## src/rtl/reset_seq_pkg.sv

```systemverilog
// Shared types and defaults for the reset release sequencer.
package reset_seq_pkg;

  // Sequencer states: hold everything, stagger releases, steady state.
  typedef enum logic [1:0] {
    ST_IDLE    = 2'd0,
    ST_RELEASE = 2'd1,
    ST_RUN     = 2'd2
  } state_e;

  localparam int DEF_RELEASE_GAP = 16;
  localparam int DEF_HOLD_CYC    = 8;

endpackage

```

## src/rtl/reset_sync_chain.sv

```systemverilog
// Multi-flop synchroniser bringing the parent-domain reset into this clock
// domain. The chain is cleared asynchronously by the local reset.
module reset_sync_chain
  import reset_seq_pkg::*;
#(
  parameter int NUM_FLOPS = 2
) (
  input  logic clk_i,
  input  logic rst_ni,
  input  logic async_i,
  output logic sync_o
);

  logic [NUM_FLOPS-1:0] sync_q;

  // Shift the asynchronous level through the chain; oldest bit is the output.
  always_ff @(posedge clk_i or negedge rst_ni) begin
    if (!rst_ni) begin
      sync_q <= '0;
    end else begin
      sync_q <= {sync_q[NUM_FLOPS-2:0], async_i};
    end
  end

  assign sync_o = sync_q[NUM_FLOPS-1];

endmodule

```

## src/rtl/reset_seq_synth.sv

```systemverilog
// Multi-channel reset synchroniser and staggered release sequencer.
// Optional software holds per channel are built when RESET_SEQ_SW_REQ_EN
// is defined; otherwise sw_reset_req is ignored and sw_busy is 0.
module reset_seq_synth
  import reset_seq_pkg::*;
#(
  parameter int NUM_FLOPS   = 2,
  parameter int NUM_CH      = 4,
  parameter int CNT_W       = 8,
  parameter int RELEASE_GAP = DEF_RELEASE_GAP,
  parameter int HOLD_CYC    = DEF_HOLD_CYC
) (
  input  logic              sync_clock_in,
  input  logic              reset_in_n,
  input  logic              upstream_reset_in_n,
  input  logic [NUM_CH-1:0] sw_reset_req,
  output logic [NUM_CH-1:0] reset_n_synced,
  output logic              seq_done,
  output logic              sw_busy
);

  localparam int IDX_W = (NUM_CH > 1) ? $clog2(NUM_CH) : 1;
  localparam logic [CNT_W-1:0] GAP_LAST  = CNT_W'(RELEASE_GAP - 1);
  localparam logic [IDX_W-1:0] LAST_CH   = IDX_W'(NUM_CH - 1);

  // Elaboration-time parameter legality checks.
  if (NUM_FLOPS < 2) begin : g_chk_flops
    $error("reset_seq_synth: NUM_FLOPS must be at least 2");
  end
  if (NUM_CH < 1) begin : g_chk_ch
    $error("reset_seq_synth: NUM_CH must be at least 1");
  end
  if (RELEASE_GAP < 1 || RELEASE_GAP > (1 << CNT_W) - 1) begin : g_chk_gap
    $error("reset_seq_synth: RELEASE_GAP out of range for CNT_W");
  end
  if (HOLD_CYC < 1 || HOLD_CYC > (1 << CNT_W) - 1) begin : g_chk_hold
    $error("reset_seq_synth: HOLD_CYC out of range for CNT_W");
  end

  logic              up_sync;
  state_e            state_q;
  logic [CNT_W-1:0]  gap_q;
  logic [IDX_W-1:0]  ch_q;        // next channel to release
  logic [NUM_CH-1:0] rst_n_q;
  logic              done_q;
  logic [NUM_CH-1:0] hold_mask;   // channels held low in RUN on this edge

  reset_sync_chain #(
    .NUM_FLOPS(NUM_FLOPS)
  ) u_sync (
    .clk_i  (sync_clock_in),
    .rst_ni (reset_in_n),
    .async_i(upstream_reset_in_n),
    .sync_o (up_sync)
  );

`ifdef RESET_SEQ_SW_REQ_EN
  localparam logic [CNT_W-1:0] HOLD_LAST = CNT_W'(HOLD_CYC - 1);

  logic [NUM_CH-1:0] hold_act_q, hold_act_d;
  logic [CNT_W-1:0]  hold_cnt_q [NUM_CH];
  logic [CNT_W-1:0]  hold_cnt_d [NUM_CH];
  logic              busy_q;
  logic              hold_live;

  // Holds only progress in RUN with the upstream reset still released.
  assign hold_live = (state_q == ST_RUN) && up_sync;

  // Per-channel hold update: a request (re)loads, otherwise count down.
  always_comb begin
    for (int k = 0; k < NUM_CH; k++) begin
      hold_act_d[k] = hold_act_q[k];
      hold_cnt_d[k] = hold_cnt_q[k];
      if (sw_reset_req[k]) begin
        hold_act_d[k] = 1'b1;
        hold_cnt_d[k] = HOLD_LAST;
      end else if (hold_act_q[k]) begin
        if (hold_cnt_q[k] == '0) begin
          hold_act_d[k] = 1'b0;
        end else begin
          hold_cnt_d[k] = hold_cnt_q[k] - 1'b1;
        end
      end
    end
  end

  // Hold registers; cleared whenever the block is not in a live RUN state.
  always_ff @(posedge sync_clock_in or negedge reset_in_n) begin
    if (!reset_in_n) begin
      hold_act_q <= '0;
      busy_q     <= 1'b0;
      for (int k = 0; k < NUM_CH; k++) hold_cnt_q[k] <= '0;
    end else if (hold_live) begin
      hold_act_q <= hold_act_d;
      busy_q     <= |hold_act_d;
      for (int k = 0; k < NUM_CH; k++) hold_cnt_q[k] <= hold_cnt_d[k];
    end else begin
      hold_act_q <= '0;
      busy_q     <= 1'b0;
      for (int k = 0; k < NUM_CH; k++) hold_cnt_q[k] <= '0;
    end
  end

  assign hold_mask = hold_act_d;
  assign sw_busy   = busy_q;
`else
  logic sw_req_unused;
  assign sw_req_unused = ^sw_reset_req;
  assign hold_mask     = '0;
  assign sw_busy       = 1'b0;
`endif

  // Release sequencer with registered channel resets and done flag.
  always_ff @(posedge sync_clock_in or negedge reset_in_n) begin
    if (!reset_in_n) begin
      state_q <= ST_IDLE;
      gap_q   <= '0;
      ch_q    <= '0;
      rst_n_q <= '0;
      done_q  <= 1'b0;
    end else begin
      case (state_q)
        ST_IDLE: begin
          if (up_sync) begin
            rst_n_q <= NUM_CH'(1);
            gap_q   <= '0;
            if (NUM_CH == 1) begin
              state_q <= ST_RUN;
              done_q  <= 1'b1;
            end else begin
              state_q <= ST_RELEASE;
              ch_q    <= IDX_W'(1);
            end
          end
        end
        ST_RELEASE: begin
          if (!up_sync) begin
            state_q <= ST_IDLE;
            gap_q   <= '0;
            ch_q    <= '0;
            rst_n_q <= '0;
            done_q  <= 1'b0;
          end else if (gap_q == GAP_LAST) begin
            rst_n_q[ch_q] <= 1'b1;
            gap_q         <= '0;
            if (ch_q == LAST_CH) begin
              state_q <= ST_RUN;
              done_q  <= 1'b1;
            end else begin
              ch_q <= ch_q + 1'b1;
            end
          end else begin
            gap_q <= gap_q + 1'b1;
          end
        end
        ST_RUN: begin
          if (!up_sync) begin
            state_q <= ST_IDLE;
            gap_q   <= '0;
            ch_q    <= '0;
            rst_n_q <= '0;
            done_q  <= 1'b0;
          end else begin
            rst_n_q <= ~hold_mask;
          end
        end
        default: begin
          state_q <= ST_IDLE;
          rst_n_q <= '0;
          done_q  <= 1'b0;
        end
      endcase
    end
  end

  assign reset_n_synced = rst_n_q;
  assign seq_done       = done_q;

endmodule

```

## config.mk

```make
export PLATFORM = sky130hd
export DESIGN_NAME = reset_seq_synth
export DESIGN_NICKNAME = d
export VERILOG_FILES = /design/src/rtl/reset_seq_pkg.sv /design/src/rtl/reset_sync_chain.sv /design/src/rtl/reset_seq_synth.sv
export SDC_FILE = /design/constraint.sdc
export NUM_CORES = 1
export LEC_CHECK = 0
export ABC_CLOCK_PERIOD_IN_PS = 2050
export BUFFER_PORTS_ARGS = -buffer_cell sky130_fd_sc_hd__buf_2
export CORE_UTILIZATION = 58
export CTS_BUF_LIST = sky130_fd_sc_hd__clkbuf_8
export DETAILED_ROUTE_END_ITERATION = 7
export HOLD_SLACK_MARGIN = 0.05
export PLACE_DENSITY = 0.8
export SYNTH_ARGS = -nofsm -noshare
export SYNTH_HDL_FRONTEND = slang
export SYNTH_SLANG_ARGS = --single-unit
export TNS_END_PERCENT = 20
```

## constraint.sdc

```tcl
create_clock -name sync_clock_in -period 2.05 [get_ports sync_clock_in]
set_clock_uncertainty 0.2 [all_clocks]
set_input_delay 0.41 -clock sync_clock_in [delete_from_list [all_inputs] [get_ports sync_clock_in]]
set_output_delay 0.41 -clock sync_clock_in [all_outputs]
set_load 0.03 [all_outputs]
```

# After elaboration in Yosys (flattened, before gate mapping)
# Index checks and enable logic that the tools add are counted.
[classes] add_sub_neg=2 n_lt_le_gt_ge=2 eq_ne=9 muxes=27 n_bitwise=2 reduce_logical=8
[ops] cell="$mux 8" n=4
[ops] cell="$pmux 8 s3" n=1
[ops] cell="$mux 2" n=8
[ops] cell="$mux 4" n=4
[ops] cell="$pmux 2 s3" n=2
[ops] cell="$pmux 4 s3" n=1
[ops] cell="$ne 3x3->1 const B" n=3
[ops] cell="$add 8x1->8 const B" n=1
[ops] cell="$eq 8x4->1 const B" n=1
[ops] cell="$reduce_and 4->1" n=2
[ops] cell="$mux 1" n=5
[ops] cell="$reduce_and 5->1" n=1
[ops] cell="$eq 2x2->1 const B" n=2
[ops] cell="$or 4x4->4" n=1
[ops] cell="$lt 2x3->1 const B" n=1
[ops] cell="$pmux 1 s3" n=1
[ops] cell="$reduce_and 3->1" n=1
[ops] cell="$reduce_bool 3->1" n=1
[ops] cell="$add 2x1->2 const B" n=1
[ops] cell="$demux 1 s2" n=1
[ops] cell="$eq 2x1->1 const B" n=1
[ops] cell="$ge 2x1->1 const B" n=1
[ops] cell="$logic_not 2->1" n=1
[ops] cell="$ne 2x1->1 const B" n=1
[ops] cell="4 further kinds" n=4
[totals] ff_bits=19 input_bits=7 out_inout_bits=6

# Logic depth before layout (Yosys ltp)
# Gate-level depths: netlist (run 1).
[logic_depth] depth_word=8 mapped_depth=6 ltp_nobuf=5

# By module
# From an unflattened synthesis (run 1), not the netlist that was laid out.
[unflattened] hier_cells=105 area_unflattened_um2=1012.2
[modules_own_cells] mod="reset_seq_synth" n_inst=1 cells_per_inst=103 area_each_um2=962.2 seq_area_each_um2=425.4
[modules_own_cells] mod="reset_sync_chain" n_inst=1 cells_per_inst=2 area_each_um2=50.0 seq_area_each_um2=50.0

# Worst setup path before layout (run 1)
# OpenSTA, ideal clock, no wires.
[synth_timing] kind="reg-to-reg" from="reg gap_q[5]" to="reg ch_q[0]" setup_ns=0.101 arrival_time_ns=1.449 t_required_ns=1.749 path_slack_ns=0.300 path_stages_with_launch=4 path_buffers=0 period_less_slack_ns=1.750 path_cell_list="dfrtp_1 -> or4_4 -> o311a_1 -> nor4_1"
[synth_between] elab_chain_cells=3
[synth_rtl] item="start, declared" line="reset_seq_synth.sv:42" source="logic [CNT_W-1:0] gap_q;"
[synth_rtl] item="start signal, assigned" line="reset_seq_synth.sv:153" source="gap_q <= gap_q + 1'b1;"
[synth_rtl] item="$eq 8x4->1" line="reset_seq_synth.sv:143" source="end else if (gap_q == GAP_LAST) begin"
[synth_rtl] item="$ne 3x3->1 (no line)"
[synth_rtl] item="$reduce_and 5->1 (no line)"
[synth_rtl] item="end signal, assigned" line="reset_seq_synth.sv:150" source="ch_q <= ch_q + 1'b1;"
[synth_rtl] item="end, declared" line="reset_seq_synth.sv:43" source="logic [IDX_W-1:0] ch_q;"
# Every way passes these cells.
# A chain may end at the register's enable or synchronous reset.

# Worst setup path after layout (run 1)
[layout_timing] from="reg gap_q[4]" to="reg ch_q[0]"
# Same word-level chain as after synthesis.

==> flow_summary.html, run 1 <==
<table>
<tr><th>Metric</th><th>Value</th></tr>
<tr><th colspan="2">Run status</th></tr>
<tr><td>Outcome</td><td>complete, but fails checks</td></tr>
<tr><td>Failing checks</td><td>DRC</td></tr>
<tr><th colspan="2">Timing</th></tr>
<tr><td>Total count of max-transition violations in the final report</td><td>0</td></tr>
<tr><td>Setup TNS Final</td><td>0 ns</td></tr>
<tr><td>Achievable clock frequency</td><td>0.512 GHz</td></tr>
<tr><td>Final Critical Period</td><td>1.95 ns</td></tr>
<tr><td>Fraction of the cycle the final worst path needs</td><td>0.953</td></tr>
<tr><td>Unrepaired setup endpoints after global routing</td><td>no</td></tr>
<tr><td>Setup-violating endpoint count in the final report</td><td>0</td></tr>
<tr><td>Final hold violation count</td><td>0</td></tr>
<tr><td>Setup slack after layout</td><td>0.0971 ns</td></tr>
<tr><th colspan="2">Power and ir drop</th></tr>
<tr><td>Worst VDD drop</td><td>0.414 mV</td></tr>
<tr><td>Total leakage power</td><td>0.515 nW</td></tr>
<tr><td>Pwr per Cell Area</td><td>643 nW/um2</td></tr>
<tr><th colspan="2">Worst hold path</th></tr>
<tr><td>Hold crit path type</td><td>in -&gt; reg</td></tr>
<tr><th colspan="2">Placement</th></tr>
<tr><td>DPL Wire Length</td><td>1440 um</td></tr>
<tr><td>Pre-CTS setup slack</td><td>0.112 ns</td></tr>
<tr><td>PortBufs</td><td>7</td></tr>
<tr><td>Routability cong.</td><td>0.924</td></tr>
<tr><th colspan="2">Setup path</th></tr>
<tr><td>Biggest fanout along the worst timing path</td><td>6</td></tr>
<tr><td>Startpoint type of the worst setup path</td><td>flop</td></tr>
<tr><td>Cell with the largest stage delay on the worst path</td><td>sky130_fd_sc_hd__or4_4</td></tr>
<tr><td>Data arrival, critical path</td><td>1.89 ns</td></tr>
<tr><td>CP Data Required Time</td><td>1.98 ns</td></tr>
<tr><td>Critical setup path kind</td><td>reg -&gt; reg</td></tr>
<tr><td>Type of element capturing the critical path</td><td>flop</td></tr>
<tr><td>Buf/Inv on CP</td><td>0</td></tr>
<tr><td>CP peak stage delay</td><td>0.55 ns</td></tr>
<tr><td>Gate family responsible for the most delay along the worst path</td><td>simple AND/OR/NAND/NOR gates</td></tr>
<tr><td>Worst path cell trace</td><td>or4_4, o311a_1, nor4_1</td></tr>
<tr><th colspan="2">Clock tree</th></tr>
<tr><td>Cell at the root of the clock tree</td><td>sky130_fd_sc_hd__clkbuf_8</td></tr>
<tr><td>Clock-pin transition on the worst setup and hold timing paths</td><td>0.07 ns</td></tr>
<tr><td>Number of instances resized during post-cts repair</td><td>0</td></tr>
<tr><td>CTS H-tree depth</td><td>1</td></tr>
<tr><td>Clock tree from TritonCTS</td><td>yes</td></tr>
<tr><td>Num CTS Buffers</td><td>3</td></tr>
<tr><td>Clk sinks</td><td>19</td></tr>
<tr><td>Clk buf depth</td><td>2</td></tr>
<tr><td>Worst-Skew Late Latency</td><td>0.25 ns</td></tr>
<tr><th colspan="2">Global routing</th></tr>
<tr><td>Antenna violations before repair</td><td>0</td></tr>
<tr><td>Via count of the first global-routing pass</td><td>797</td></tr>
<tr><td>Global-route met3 utilization</td><td>0.0458</td></tr>
<tr><td>Grt total ovfl</td><td>0</td></tr>
<tr><td>Maximum number of pins on one net before global-route repair</td><td>20</td></tr>
<tr><td>First-pass GRT wire length</td><td>3420 um</td></tr>
<tr><td>Fraction of met2 tracks used by global routing</td><td>0.373</td></tr>
<tr><td>Tot GR Track Use</td><td>0.243</td></tr>
<tr><td>Most Crowded Layer GR</td><td>met2</td></tr>
<tr><td>GR Util met1</td><td>0.344</td></tr>
<tr><th colspan="2">Layout</th></tr>
<tr><td>Nets@finish</td><td>131</td></tr>
<tr><td>Total inserted antenna cells</td><td>0</td></tr>
<tr><td>Fraction of layout instances using a drive strength above 1</td><td>0.144</td></tr>
<tr><td>Layout fillers</td><td>120</td></tr>
<tr><td>Area growth syn-to-layout</td><td>10.9%</td></tr>
<tr><th colspan="2">Routing</th></tr>
<tr><td>Final Routed Wirelength</td><td>1990 um</td></tr>
<tr><td>Remaining routing DRC violations</td><td>1</td></tr>
<tr><td>Initial drt markers</td><td>20</td></tr>
<tr><td>Post-detailed-route wirelength per cell</td><td>14.8 um</td></tr>
<tr><td>Vias per inst</td><td>6.08</td></tr>
<tr><td>First-pass iteration count of the detailed router</td><td>6</td></tr>
<tr><td>Via count</td><td>815</td></tr>
<tr><td>Final antenna-violating net count</td><td>0</td></tr>
<tr><th colspan="2">Job</th></tr>
<tr><td>Number of violations of the max-capacitance limit</td><td>0</td></tr>
<tr><th colspan="2">Synth</th></tr>
<tr><td>Number of cells produced by synthesis</td><td>108</td></tr>
<tr><td>Syn_area_per_cell</td><td>9.40 um2</td></tr>
<tr><td>Netlist cell types</td><td>37</td></tr>
<tr><td>Post-Syn Nets</td><td>120</td></tr>
<tr><td>Register bit count reported by yosys</td><td>19</td></tr>
<tr><td>Post-synthesis instance area</td><td>1010 um2</td></tr>
<tr><td>Library cell with the largest summed area after synthesis</td><td>sky130_fd_sc_hd__dfrtp_1</td></tr>
<tr><td>Yosys synthesis warning count</td><td>0</td></tr>
<tr><td>Cell types with the largest area share after synthesis</td><td>sky130_fd_sc_hd__dfrtp_1 47%, sky130_fd_sc_hd__ha_1 6.2%, sky130_fd_sc_hd__o21ai_0 5.4%</td></tr>
<tr><td>Sequential cell area fraction in the yosys report</td><td>0.469</td></tr>
<tr><td>Yosys top cell area share</td><td>0.469</td></tr>
<tr><th colspan="2">Floorplan</th></tr>
<tr><td>Area of the die</td><td>1920 um2</td></tr>
<tr><td>Die Ht</td><td>43.8 um</td></tr>
<tr><td>Top Ports</td><td>13</td></tr>
<tr><td>Core Rows</td><td>14</td></tr>
<tr><td>Overall die width</td><td>43.8 um</td></tr>
<tr><td>Starting density of the core</td><td>0.644</td></tr>
<tr><td>Placeable core area</td><td>1580 um2</td></tr>
</table>
[registers in the layout (all words and copies together) (netlist names)]
signal / cells
gap_q: 8
reset_n_synced: 4
ch_q: 2
state_q: 2
u_sync.sync_q: 2
seq_done: 1
[cell usage in the layout (no fill, tap or decap)]
master                          instances
sky130_fd_sc_hd__o41ai_1                1
sky130_fd_sc_hd__xnor2_1                2
sky130_fd_sc_hd__a21oi_1                8
sky130_fd_sc_hd__dfrtp_1               19
sky130_fd_sc_hd__nand3_1                6
sky130_fd_sc_hd__a31oi_1                2
sky130_fd_sc_hd__inv_1                  3
sky130_fd_sc_hd__or3_1                  1
sky130_fd_sc_hd__o22ai_1                1
sky130_fd_sc_hd__a311oi_1               1
sky130_fd_sc_hd__or4_4                  1
sky130_fd_sc_hd__a22o_1                 1
sky130_fd_sc_hd__nor2_1                 6
sky130_fd_sc_hd__nand2_1                8
sky130_fd_sc_hd__nor4b_1                1
sky130_fd_sc_hd__and4_2                 1
sky130_fd_sc_hd__buf_2                  7
sky130_fd_sc_hd__or2_1                  1
sky130_fd_sc_hd__dlygate4sd3_1          1
sky130_fd_sc_hd__conb_1                 1
sky130_fd_sc_hd__nor4_1                 3
sky130_fd_sc_hd__buf_4                  3
sky130_fd_sc_hd__nand4_1                2
sky130_fd_sc_hd__a31o_2                 1
sky130_fd_sc_hd__clkinv_2               1
sky130_fd_sc_hd__a21boi_0               1
sky130_fd_sc_hd__nor3_1                 3
sky130_fd_sc_hd__o21ai_0               11
sky130_fd_sc_hd__and3b_1                1
sky130_fd_sc_hd__nor3b_1                1
sky130_fd_sc_hd__o21a_1                 1
sky130_fd_sc_hd__a21o_1                 1
sky130_fd_sc_hd__o311a_1                1
sky130_fd_sc_hd__nor2b_1                3
sky130_fd_sc_hd__o31ai_1                1
sky130_fd_sc_hd__clkbuf_8               3
sky130_fd_sc_hd__ha_1                   5
sky130_fd_sc_hd__and2_1                 1
sky130_fd_sc_hd__nand2b_1               3
[per-stage QoR]
| step | instance area [um2] | instances | hold WS (ns) | utilization | power [W] |
|---|---|---|---|---|---|
| 4_1_cts | 1120 | 134 | 0.0575 | 0.713 | 0.000729 |
| 3_3_place_gp | 1070 | 129 | 0.136 | 0.678 | 0.000470 |
| 6_report | 1120 | 134 | 0.0589 | 0.713 | 0.000723 |
| 2_1_floorplan | 1010 | 108 | -0.0856 | - | 0.000448 |
| 5_1_grt | 1120 | 134 | 0.0540 | 0.713 | 0.000754 |
| 3_5_place_dp | 1070 | 129 | 0.142 | 0.678 | 0.000473 |
[cell usage after synthesis]
master and n:
sky130_fd_sc_hd__a21o_1 1, sky130_fd_sc_hd__nand2_1 8, sky130_fd_sc_hd__a22o_1 1, sky130_fd_sc_hd__nor4b_1 1, sky130_fd_sc_hd__a31oi_1 2, sky130_fd_sc_hd__and3b_1 1, sky130_fd_sc_hd__a21oi_1 8, sky130_fd_sc_hd__nor4_1 3
sky130_fd_sc_hd__or2_1 1, sky130_fd_sc_hd__and4_2 1, sky130_fd_sc_hd__nor3_1 3, sky130_fd_sc_hd__a311oi_1 1, sky130_fd_sc_hd__a31o_2 1, sky130_fd_sc_hd__buf_4 1, sky130_fd_sc_hd__o41ai_1 1, sky130_fd_sc_hd__xnor2_1 2
sky130_fd_sc_hd__o311a_1 1, sky130_fd_sc_hd__o31ai_1 1, sky130_fd_sc_hd__nand4_1 2, sky130_fd_sc_hd__nor2b_1 3, sky130_fd_sc_hd__inv_1 3, sky130_fd_sc_hd__nand3_1 6, sky130_fd_sc_hd__o21ai_0 11, sky130_fd_sc_hd__and2_1 1
sky130_fd_sc_hd__or3_1 1, sky130_fd_sc_hd__nor3b_1 1, sky130_fd_sc_hd__dfrtp_1 19, sky130_fd_sc_hd__ha_1 5, sky130_fd_sc_hd__o21a_1 1, sky130_fd_sc_hd__conb_1 1, sky130_fd_sc_hd__a21boi_0 1, sky130_fd_sc_hd__buf_2 1
sky130_fd_sc_hd__or4_4 1, sky130_fd_sc_hd__o22ai_1 1, sky130_fd_sc_hd__nor2_1 6, sky130_fd_sc_hd__clkbuf_1 3, sky130_fd_sc_hd__nand2b_1 3
[per-layer routing]
layer | up-vias | wire (um)
li1 | 409 | -
met1 | 383 | 933
met2 | 19 | 960
met3 | 4 | 71
met4 | 0 | 21
met5 | - | 0
[cell families (layout without fill, tap and decap cells)]
kind of cell / Yosys count / count (layout) / synth area share
AO/OA/AOI/OAI: 31 / 31 / 0.186
adder cells (fa/ha/maj): 5 / 5 / 0.0617
AND/OR/NAND/NOR: 42 / 42 / 0.228
flip-flops: 19 / 19 / 0.469
other: 1 / 1 / 0.00370
buffers and inverters: 8 / 18 / 0.0345
XOR/XNOR: 2 / 2 / 0.0173
[report_power, final]
part           total [W]  switching [W]  internal [W]  leakage (nW)
Sequential      0.000397      0.0000114      0.000385         0.253
Combinational  0.0000699      0.0000449     0.0000249         0.236
Clock           0.000256       0.000121      0.000135        0.0255
[path summary, 6_finish.rpt]
kind                                                  from                            end  slack, ns  cells past startpoint
min in group asynchronous                       reset_in_n         state_q[1]$_DFFE_PN0P_       0.42                      2
worst max-delay path                  gap_q[4]$_DFFE_PN0P_            ch_q[0]$_DFFE_PN0P_        0.1                      3
worst min-delay path                   upstream_reset_in_n     u_sync.sync_q[0]$_DFF_PN0_       0.06                      1
worst max register to register        gap_q[4]$_DFFE_PN0P_            ch_q[0]$_DFFE_PN0P_        0.1                      3
max in group asynchronous                       reset_in_n  reset_n_synced[0]$_DFFE_PN0P_       0.95                      2
worst min register to register  u_sync.sync_q[0]$_DFF_PN0_     u_sync.sync_q[1]$_DFF_PN0_       0.15                      0
[final cells by class]
type / instances / area (um2) / area share
inverters: 3 / 11.3 / 0.0100
flip-flops and latches: 19 / 475 / 0.423
well taps: 16 / 20.0 / 0.0178
repair buffers: 11 / 67.6 / 0.0601
clock inverters: 1 / 5.00 / 0.00445
multi-input cells: 81 / 504 / 0.448
clock buffers: 3 / 41.3 / 0.0367
[worst register-to-register path: cells and delay by family, from the launching register on]
kind             cells  cell delay [ns]
flip-flops           1             0.44
AO/OA/AOI/OAI        1             0.30
AND/OR/NAND/NOR      2             0.90
[timing repair]
item,4_1_cts,5_1_grt
hold endpoints to repair,19,0
setup buffers,0,0
hold buffers,1,0
Power figures use the tool's default switching activity.
==> run 2, diff against run 1 <==
--- a/config.mk
+++ b/config.mk
@@ -7,11 +7,13 @@
 export LEC_CHECK = 0
 export ABC_CLOCK_PERIOD_IN_PS = 2050
 export BUFFER_PORTS_ARGS = -buffer_cell sky130_fd_sc_hd__buf_2
-export CORE_UTILIZATION = 58
+export CELL_PAD_IN_SITES_DETAIL_PLACEMENT = 1
+export CELL_PAD_IN_SITES_GLOBAL_PLACEMENT = 1
+export CORE_UTILIZATION = 45
 export CTS_BUF_LIST = sky130_fd_sc_hd__clkbuf_8
 export DETAILED_ROUTE_END_ITERATION = 7
 export HOLD_SLACK_MARGIN = 0.05
-export PLACE_DENSITY = 0.8
+export PLACE_DENSITY_LB_ADDON = 0.1
 export SYNTH_ARGS = -nofsm -noshare
 export SYNTH_HDL_FRONTEND = slang
 export SYNTH_SLANG_ARGS = --single-unit
==> flow_summary.html, run 2 (synthesis gave the netlist of run 1 again) <==
<table>
<tr><th>Metric</th><th>Value</th></tr>
<tr><th colspan="2">Clock tree</th></tr>
<tr><td>Clk sinks</td><td>19</td></tr>
<tr><td>Number of buffers inserted to repair setup after CTS</td><td>0</td></tr>
<tr><td>Cell at the root of the clock tree</td><td>sky130_fd_sc_hd__clkbuf_8</td></tr>
<tr><td>CTS H-tree depth</td><td>1</td></tr>
<tr><td>Clock tree from TritonCTS</td><td>yes</td></tr>
<tr><td>Worst-Skew Late Latency</td><td>0.25 ns</td></tr>
<tr><td>Clock-pin transition on the worst setup and hold timing paths</td><td>0.07 ns</td></tr>
<tr><td>Num CTS Buffers</td><td>3</td></tr>
<tr><td>Clk buf depth</td><td>2</td></tr>
<tr><th colspan="2">Timing</th></tr>
<tr><td>Final Critical Period</td><td>1.93 ns</td></tr>
<tr><td>Achievable clock frequency</td><td>0.518 GHz</td></tr>
<tr><td>Setup-violating endpoint count in the final report</td><td>0</td></tr>
<tr><td>Setup slack after layout</td><td>0.119 ns</td></tr>
<tr><td>Fraction of the cycle the final worst path needs</td><td>0.942</td></tr>
<tr><td>Unrepaired setup endpoints after global routing</td><td>yes</td></tr>
<tr><td>Total count of max-transition violations in the final report</td><td>0</td></tr>
<tr><td>Final hold violation count</td><td>0</td></tr>
<tr><td>Worst hold slack after final layout</td><td>0.0603 ns</td></tr>
<tr><th colspan="2">Floorplan</th></tr>
<tr><td>Placeable core area</td><td>2040 um2</td></tr>
<tr><td>Area of the die</td><td>2450 um2</td></tr>
<tr><td>Top Ports</td><td>13</td></tr>
<tr><td>Starting density of the core</td><td>0.497</td></tr>
<tr><td>Die Ht</td><td>49.5 um</td></tr>
<tr><td>Overall die width</td><td>49.5 um</td></tr>
<tr><td>Core Rows</td><td>16</td></tr>
<tr><th colspan="2">Power and ir drop</th></tr>
<tr><td>Pwr per Cell Area</td><td>629 nW/um2</td></tr>
<tr><td>Worst VDD drop</td><td>0.327 mV</td></tr>
<tr><td>Total leakage power</td><td>0.516 nW</td></tr>
<tr><th colspan="2">Routing</th></tr>
<tr><td>Vias per inst</td><td>5.83</td></tr>
<tr><td>Via count</td><td>846</td></tr>
<tr><td>Post-detailed-route wirelength per cell</td><td>16.3 um</td></tr>
<tr><td>Final Routed Wirelength</td><td>2360 um</td></tr>
<tr><td>Initial drt markers</td><td>10</td></tr>
<tr><td>Final antenna-violating net count</td><td>0</td></tr>
<tr><td>Remaining routing DRC violations</td><td>0</td></tr>
<tr><td>First-pass iteration count of the detailed router</td><td>4</td></tr>
<tr><th colspan="2">Global routing</th></tr>
<tr><td>Via count of the first global-routing pass</td><td>907</td></tr>
<tr><td>First-pass GRT wire length</td><td>4310 um</td></tr>
<tr><td>Antenna violations before repair</td><td>0</td></tr>
<tr><td>Tot GR Track Use</td><td>0.237</td></tr>
<tr><td>Grt total ovfl</td><td>0</td></tr>
<tr><td>Maximum number of pins on one net before global-route repair</td><td>20</td></tr>
<tr><th colspan="2">Layout</th></tr>
<tr><td>Area growth syn-to-layout</td><td>12.6%</td></tr>
<tr><td>Register ranked first by flip-flop count</td><td>gap_q</td></tr>
<tr><td>Flip-flop count of the largest register, all copies and words added</td><td>8</td></tr>
<tr><td>Fraction of layout instances using a drive strength above 1</td><td>0.144</td></tr>
<tr><td>Post-route core utilization</td><td>0.559</td></tr>
<tr><td>Total inserted antenna cells</td><td>0</td></tr>
<tr><td>Most frequent cells in the layout</td><td>19 x sky130_fd_sc_hd__dfrtp_1, 11 x sky130_fd_sc_hd__o21ai_0, 8 x sky130_fd_sc_hd__a21oi_1, 8 x sky130_fd_sc_hd__nand2_1, 7 x sky130_fd_sc_hd__buf_2</td></tr>
<tr><td>Nets@finish</td><td>131</td></tr>
<tr><td>Most common library cell in the layout ignoring fill and taps</td><td>sky130_fd_sc_hd__dfrtp_1</td></tr>
<tr><th colspan="2">Placement</th></tr>
<tr><td>Routability cong.</td><td>0.847</td></tr>
<tr><td>PortBufs</td><td>7</td></tr>
<tr><td>Pre-CTS setup slack</td><td>0.132 ns</td></tr>
<tr><td>DPL Wire Length</td><td>1720 um</td></tr>
<tr><th colspan="2">Setup path</th></tr>
<tr><td>Gate family responsible for the most delay along the worst path</td><td>simple AND/OR/NAND/NOR gates</td></tr>
<tr><td>Buf/Inv on CP</td><td>0</td></tr>
<tr><td>Worst reg2reg setup slack</td><td>0.12 ns</td></tr>
<tr><td>Biggest fanout along the worst timing path</td><td>6</td></tr>
<tr><td>Capturing point of the worst reg2reg path</td><td>state_q[1]$_DFFE_PN0P_</td></tr>
<tr><td>Type of element capturing the critical path</td><td>flop</td></tr>
<tr><td>Capture point of the critical path</td><td>state_q[1]$_DFFE_PN0P_</td></tr>
<tr><td>Startpoint type of the worst setup path</td><td>flop</td></tr>
<tr><td>Data arrival, critical path</td><td>1.90 ns</td></tr>
<tr><td>Critical setup path kind</td><td>reg -&gt; reg</td></tr>
<tr><td>Source of the critical timing path</td><td>gap_q[5]$_DFFE_PN0P_</td></tr>
<tr><td>CP peak stage delay</td><td>0.56 ns</td></tr>
<tr><td>Cell with the largest stage delay on the worst path</td><td>sky130_fd_sc_hd__or4_4</td></tr>
<tr><td>Reg2Reg Launch Point</td><td>gap_q[5]$_DFFE_PN0P_</td></tr>
<tr><td>CP Data Required Time</td><td>2.02 ns</td></tr>
<tr><td>Crit. path cell count</td><td>4</td></tr>
<tr><td>Worst path cell trace</td><td>or4_4, nor2_1, nand4_1, a21boi_0</td></tr>
<tr><td>Cell count of the worst reg-to-reg path</td><td>4</td></tr>
<tr><th colspan="2">Run status</th></tr>
<tr><td>Outcome</td><td>complete, no violations</td></tr>
<tr><th colspan="2">Worst hold path</th></tr>
<tr><td>Hold crit path type</td><td>in -&gt; reg</td></tr>
<tr><th colspan="2">Job</th></tr>
<tr><td>Number of violations of the max-capacitance limit</td><td>0</td></tr>
</table>
## run 2: cell count changes in the layout (fill, tap and decap cells not counted)
| cell | delta |
|---|---|
| sky130_fd_sc_hd__clkinv_2 | -1 |
| sky130_fd_sc_hd__inv_1 | +1 |
| sky130_fd_sc_hd__nand3_1 | -1 |
| sky130_fd_sc_hd__nand3_2 | +1 |
## run 2: where the power goes
| part | internal, W | switching, W |
|---|---|---|
| logic | 0.0000249 | 0.0000448 |
| registers | 0.000385 | 0.0000124 |
| clock network | 0.000133 | 0.000118 |
| total | 0.000543 | 0.000176 |
## run 2: how the worst min path moves through the flow
stage                                 end                       start  slack, ns  cells after the start
6_report       u_sync.sync_q[0]$_DFF_PN0_         upstream_reset_in_n       0.06                      1
5_1_grt        u_sync.sync_q[0]$_DFF_PN0_         upstream_reset_in_n       0.05                      1
4_1_cts        u_sync.sync_q[0]$_DFF_PN0_         upstream_reset_in_n       0.06                      1
3_5_place_dp   u_sync.sync_q[1]$_DFF_PN0_  u_sync.sync_q[0]$_DFF_PN0_       0.15                      0
3_3_place_gp   u_sync.sync_q[1]$_DFF_PN0_  u_sync.sync_q[0]$_DFF_PN0_       0.14                      0
2_1_floorplan         ch_q[0]$_DFFE_PN0P_                  reset_in_n      -0.09                      0
## run 2: what timing repair did
item,4_1_cts,5_1_grt
endpoints found under the setup margin,0,3
endpoints found under the hold margin,19,0
resized for setup,0,1
hold buffers,1,0
## run 2: stage by stage
step | total power, W | instance area (um2) | setup TNS [ns] | instances
global placement | 0.000471 | 1080 | 0 | 140
finish | 0.000719 | 1140 | 0 | 145
global route | 0.000756 | 1140 | -0.00672 | 145
CTS | 0.000726 | 1140 | 0 | 145
floorplan | 0.000448 | 1010 | 0 | 108
detailed placement | 0.000474 | 1080 | 0 | 140
## run 2: area by class of cell
type	instances	area (um2)
Clock inverter	1	3.75
Inverter	3	11.3
Tap cell	27	33.8
Fill cell	249	900
Sequential cell	19	475
Timing Repair Buffer	11	67.6
Multi-Input combinational cell	81	509
Clock buffer	3	41.3
## run 2: layer usage
metal | wire length (um) | up-vias | GRT usage
li1 | - | 408 | -
met5 | 0 | - | 0
met3 | 76 | 4 | 0.0370
met2 | 1160 | 16 | 0.404
met4 | 23 | 0 | 0.0714
met1 | 1100 | 418 | 0.309
==> run 3, diff against run 2 <==
--- a/config.mk
+++ b/config.mk
@@ -16,5 +16,6 @@
 export PLACE_DENSITY_LB_ADDON = 0.1
 export SYNTH_ARGS = -nofsm -noshare
 export SYNTH_HDL_FRONTEND = slang
+export SYNTH_HIERARCHICAL = 1
 export SYNTH_SLANG_ARGS = --single-unit
 export TNS_END_PERCENT = 20
==> flow_summary.html, run 3 <==
<table>
<tr><th>Metric</th><th>Value</th></tr>
<tr><th colspan="2">Global routing</th></tr>
<tr><td>Grt total ovfl</td><td>0</td></tr>
<tr><td>Fraction of met2 tracks used by global routing</td><td>0.342</td></tr>
<tr><td>Tot GR Track Use</td><td>0.204</td></tr>
<tr><td>Most Crowded Layer GR</td><td>met2</td></tr>
<tr><td>Antenna violations before repair</td><td>0</td></tr>
<tr><td>Global-route met3 utilization</td><td>0.0280</td></tr>
<tr><td>First-pass GRT wire length</td><td>3820 um</td></tr>
<tr><td>GR Util met1</td><td>0.275</td></tr>
<tr><td>Maximum number of pins on one net before global-route repair</td><td>20</td></tr>
<tr><td>Via count of the first global-routing pass</td><td>837</td></tr>
<tr><th colspan="2">Placement</th></tr>
<tr><td>DPL Wire Length</td><td>1620 um</td></tr>
<tr><td>Placed Instance Area</td><td>1090 um2</td></tr>
<tr><td>Routability cong.</td><td>0.736</td></tr>
<tr><td>Pre-CTS setup slack</td><td>0.136 ns</td></tr>
<tr><td>PortBufs</td><td>7</td></tr>
<tr><th colspan="2">Synth</th></tr>
<tr><td>Post-synthesis instance area</td><td>1010 um2</td></tr>
<tr><td>Adder and majority cell fraction of the synthesized area</td><td>0.0618</td></tr>
<tr><td>Primary flip-flop cell chosen by synthesis mapping</td><td>sky130_fd_sc_hd__dfrtp_1</td></tr>
<tr><td>Main combinational cell family by area after synthesis</td><td>compound AO/OA/AOI/OAI gates</td></tr>
<tr><td>Most common cell in the synthesized netlist</td><td>sky130_fd_sc_hd__dfrtp_1</td></tr>
<tr><td>Number of flops mapped to enable cells by yosys</td><td>0</td></tr>
<tr><td>Library cell with the largest summed area after synthesis</td><td>sky130_fd_sc_hd__dfrtp_1</td></tr>
<tr><td>Register bit count reported by yosys</td><td>19</td></tr>
<tr><td>Netlist cell types</td><td>37</td></tr>
<tr><td>Post-Synth XOR/XNOR Area</td><td>0.0260</td></tr>
<tr><td>Simple logic cell fraction of the synthesized area</td><td>0.194</td></tr>
<tr><td>Post-Syn Nets</td><td>117</td></tr>
<tr><td>Cell types with the largest area share after synthesis</td><td>sky130_fd_sc_hd__dfrtp_1 47%, sky130_fd_sc_hd__ha_1 6.2%, sky130_fd_sc_hd__o21ai_0 4.9%</td></tr>
<tr><td>Multiplexer area fraction after synthesis</td><td>0</td></tr>
<tr><td>Compound-gate portion of the synthesized area</td><td>0.201</td></tr>
<tr><td>Yosys top cell area share</td><td>0.470</td></tr>
<tr><td>Yosys synthesis warning count</td><td>6</td></tr>
<tr><td>Fraction of synthesis flops using an asynchronous set or reset pin</td><td>1.00</td></tr>
<tr><td>Sequential cell area fraction in the yosys report</td><td>0.470</td></tr>
<tr><td>Most instantiated cells after synthesis</td><td>19 x sky130_fd_sc_hd__dfrtp_1, 10 x sky130_fd_sc_hd__o21ai_0, 8 x sky130_fd_sc_hd__a21oi_1</td></tr>
<tr><td>Syn_area_per_cell</td><td>9.64 um2</td></tr>
<tr><td>Number of cells produced by synthesis</td><td>105</td></tr>
<tr><th colspan="2">Timing</th></tr>
<tr><td>Setup-violating endpoint count in the final report</td><td>0</td></tr>
<tr><td>Final hold violation count</td><td>0</td></tr>
<tr><td>Final Critical Period</td><td>1.93 ns</td></tr>
<tr><td>Setup TNS Final</td><td>0 ns</td></tr>
<tr><td>Achievable clock frequency</td><td>0.518 GHz</td></tr>
<tr><td>Unrepaired setup endpoints after global routing</td><td>no</td></tr>
<tr><td>Worst hold slack after final layout</td><td>0.0569 ns</td></tr>
<tr><td>Setup slack after layout</td><td>0.120 ns</td></tr>
<tr><td>Total count of max-transition violations in the final report</td><td>0</td></tr>
<tr><td>Fraction of the cycle the final worst path needs</td><td>0.941</td></tr>
<tr><th colspan="2">Power and ir drop</th></tr>
<tr><td>Worst VDD drop</td><td>0.333 mV</td></tr>
<tr><td>Pwr per Cell Area</td><td>645 nW/um2</td></tr>
<tr><td>Total leakage power</td><td>0.512 nW</td></tr>
<tr><th colspan="2">Setup path</th></tr>
<tr><td>Cell with the largest stage delay on the worst path</td><td>sky130_fd_sc_hd__or4_4</td></tr>
<tr><td>CP peak stage delay</td><td>0.57 ns</td></tr>
<tr><td>CP Data Required Time</td><td>2.03 ns</td></tr>
<tr><td>Buf/Inv on CP</td><td>0</td></tr>
<tr><td>Startpoint type of the worst setup path</td><td>flop</td></tr>
<tr><td>Type of element capturing the critical path</td><td>flop</td></tr>
<tr><td>Data arrival, critical path</td><td>1.91 ns</td></tr>
<tr><td>Critical setup path kind</td><td>reg -&gt; reg</td></tr>
<tr><td>Gate family responsible for the most delay along the worst path</td><td>simple AND/OR/NAND/NOR gates</td></tr>
<tr><td>Biggest fanout along the worst timing path</td><td>5</td></tr>
<tr><td>Worst path cell trace</td><td>or4_4, o21a_1, nor2_2, o2bb2ai_1</td></tr>
<tr><th colspan="2">Floorplan</th></tr>
<tr><td>Core Rows</td><td>16</td></tr>
<tr><td>Top Ports</td><td>13</td></tr>
<tr><td>Starting density of the core</td><td>0.496</td></tr>
<tr><td>Placeable core area</td><td>2040 um2</td></tr>
<tr><td>Die Ht</td><td>49.4 um</td></tr>
<tr><td>Overall die width</td><td>49.4 um</td></tr>
<tr><td>Area of the die</td><td>2440 um2</td></tr>
<tr><th colspan="2">Job</th></tr>
<tr><td>Number of violations of the max-capacitance limit</td><td>0</td></tr>
<tr><th colspan="2">Clock tree</th></tr>
<tr><td>Worst-Skew Late Latency</td><td>0.26 ns</td></tr>
<tr><td>Clk buf depth</td><td>2</td></tr>
<tr><td>Cell at the root of the clock tree</td><td>sky130_fd_sc_hd__clkbuf_8</td></tr>
<tr><td>Clock-pin transition on the worst setup and hold timing paths</td><td>0.07 ns</td></tr>
<tr><td>Clock tree from TritonCTS</td><td>yes</td></tr>
<tr><td>Num CTS Buffers</td><td>3</td></tr>
<tr><td>Clk sinks</td><td>19</td></tr>
<tr><td>CTS H-tree depth</td><td>1</td></tr>
<tr><th colspan="2">Layout</th></tr>
<tr><td>Post-route core utilization</td><td>0.559</td></tr>
<tr><td>Fraction of layout instances using a drive strength above 1</td><td>0.164</td></tr>
<tr><td>Register ranked first by flip-flop count</td><td>gap_q</td></tr>
<tr><td>Area growth syn-to-layout</td><td>12.7%</td></tr>
<tr><td>Flip-flop count of the largest register, all copies and words added</td><td>8</td></tr>
<tr><td>Most frequent cells in the layout</td><td>19 x sky130_fd_sc_hd__dfrtp_1, 10 x sky130_fd_sc_hd__o21ai_0, 8 x sky130_fd_sc_hd__a21oi_1</td></tr>
<tr><td>Nets@finish</td><td>129</td></tr>
<tr><td>Most common library cell in the layout ignoring fill and taps</td><td>sky130_fd_sc_hd__dfrtp_1</td></tr>
<tr><td>Final std cell area, no fill</td><td>1140 um2</td></tr>
<tr><td>Total inserted antenna cells</td><td>0</td></tr>
<tr><td>Layout fillers</td><td>239</td></tr>
<tr><th colspan="2">Run status</th></tr>
<tr><td>Outcome</td><td>complete, no violations</td></tr>
<tr><th colspan="2">Routing</th></tr>
<tr><td>Via count</td><td>809</td></tr>
<tr><td>Final antenna-violating net count</td><td>0</td></tr>
<tr><td>Vias per inst</td><td>5.66</td></tr>
<tr><td>Final Routed Wirelength</td><td>2180 um</td></tr>
<tr><td>Initial drt markers</td><td>10</td></tr>
<tr><td>Remaining routing DRC violations</td><td>0</td></tr>
<tr><td>Post-detailed-route wirelength per cell</td><td>15.2 um</td></tr>
<tr><td>First-pass iteration count of the detailed router</td><td>4</td></tr>
<tr><th colspan="2">Worst hold path</th></tr>
<tr><td>Hold crit path type</td><td>in -&gt; reg</td></tr>
</table>
## run 3: per-layer routing
layer | wire (um) | up-vias
li1 | - | 395
met1 | 1090 | 399
met2 | 1020 | 11
met3 | 42 | 4
met4 | 24 | 0
met5 | 0 | -
## run 3: timing repair
item / 4_1_cts / 5_1_grt
hold endpoints to repair: 19 / 0
setup endpoints to repair: 0 / 0
hold buffers: 1 / 0
resized for setup: 0 / 0
buffers inserted: 0 / 0
## run 3: stage by stage
stage,power [W],std cells
final,0.000736,143
after global routing,0.000770,143
after CTS,0.000743,143
after detailed placement,0.000487,138
after global placement,0.000483,138
after floorplan,0.000456,105
## run 3: cell families after synthesis
group                      after synthesis
AOI/OAI and AO/OA                       32
xor gates and xnor gates                 3
adders and majority gates                5
buffers and inverters                   10
DFF                                     19
other                                    1
and+or+nand+nor                         35
## run 3: final cells by class
type | count | area (um2) | share of cell area
inverter | 5 | 18.8 | 0.0164
clock buffer | 3 | 41.3 | 0.0362
multi-input combinational | 76 | 493 | 0.432
clock inverter | 1 | 3.75 | 0.00329
tap | 27 | 33.8 | 0.0296
sequential | 19 | 475 | 0.417
timing repair buffer | 12 | 75.1 | 0.0658
## run 3: final timing paths
check	from	endpoint	slack, ns	depth (start not counted)
worst min register to register	u_sync/sync_q[0]$_DFF_PN0_	u_sync/sync_q[1]$_DFF_PN0_	0.16	0
worst min-delay path	upstream_reset_in_n	u_sync/sync_q[0]$_DFF_PN0_	0.06	1
worst max-delay path	gap_q[4]$_DFFE_PN0P_	ch_q[1]$_DFFE_PN0P_	0.12	4
min in group asynchronous	reset_in_n	gap_q[4]$_DFFE_PN0P_	0.41	2
worst max register to register	gap_q[4]$_DFFE_PN0P_	ch_q[1]$_DFFE_PN0P_	0.12	4
max in group asynchronous	reset_in_n	reset_n_synced[2]$_DFFE_PN0P_	0.93	2
## run 3: worst reg2reg max path: cells and delay by family (launching register included)
kind / cells / cell delay, ns
flip-flops: 1 / 0.43
AO/OA/AOI/OAI: 2 / 0.41
AND/OR/NAND/NOR: 2 / 0.81
## run 3: where the power goes
part           switching, W  internal (W)
sequential        0.0000132      0.000387
combinational     0.0000516     0.0000287
clock              0.000122      0.000133
total              0.000187      0.000549
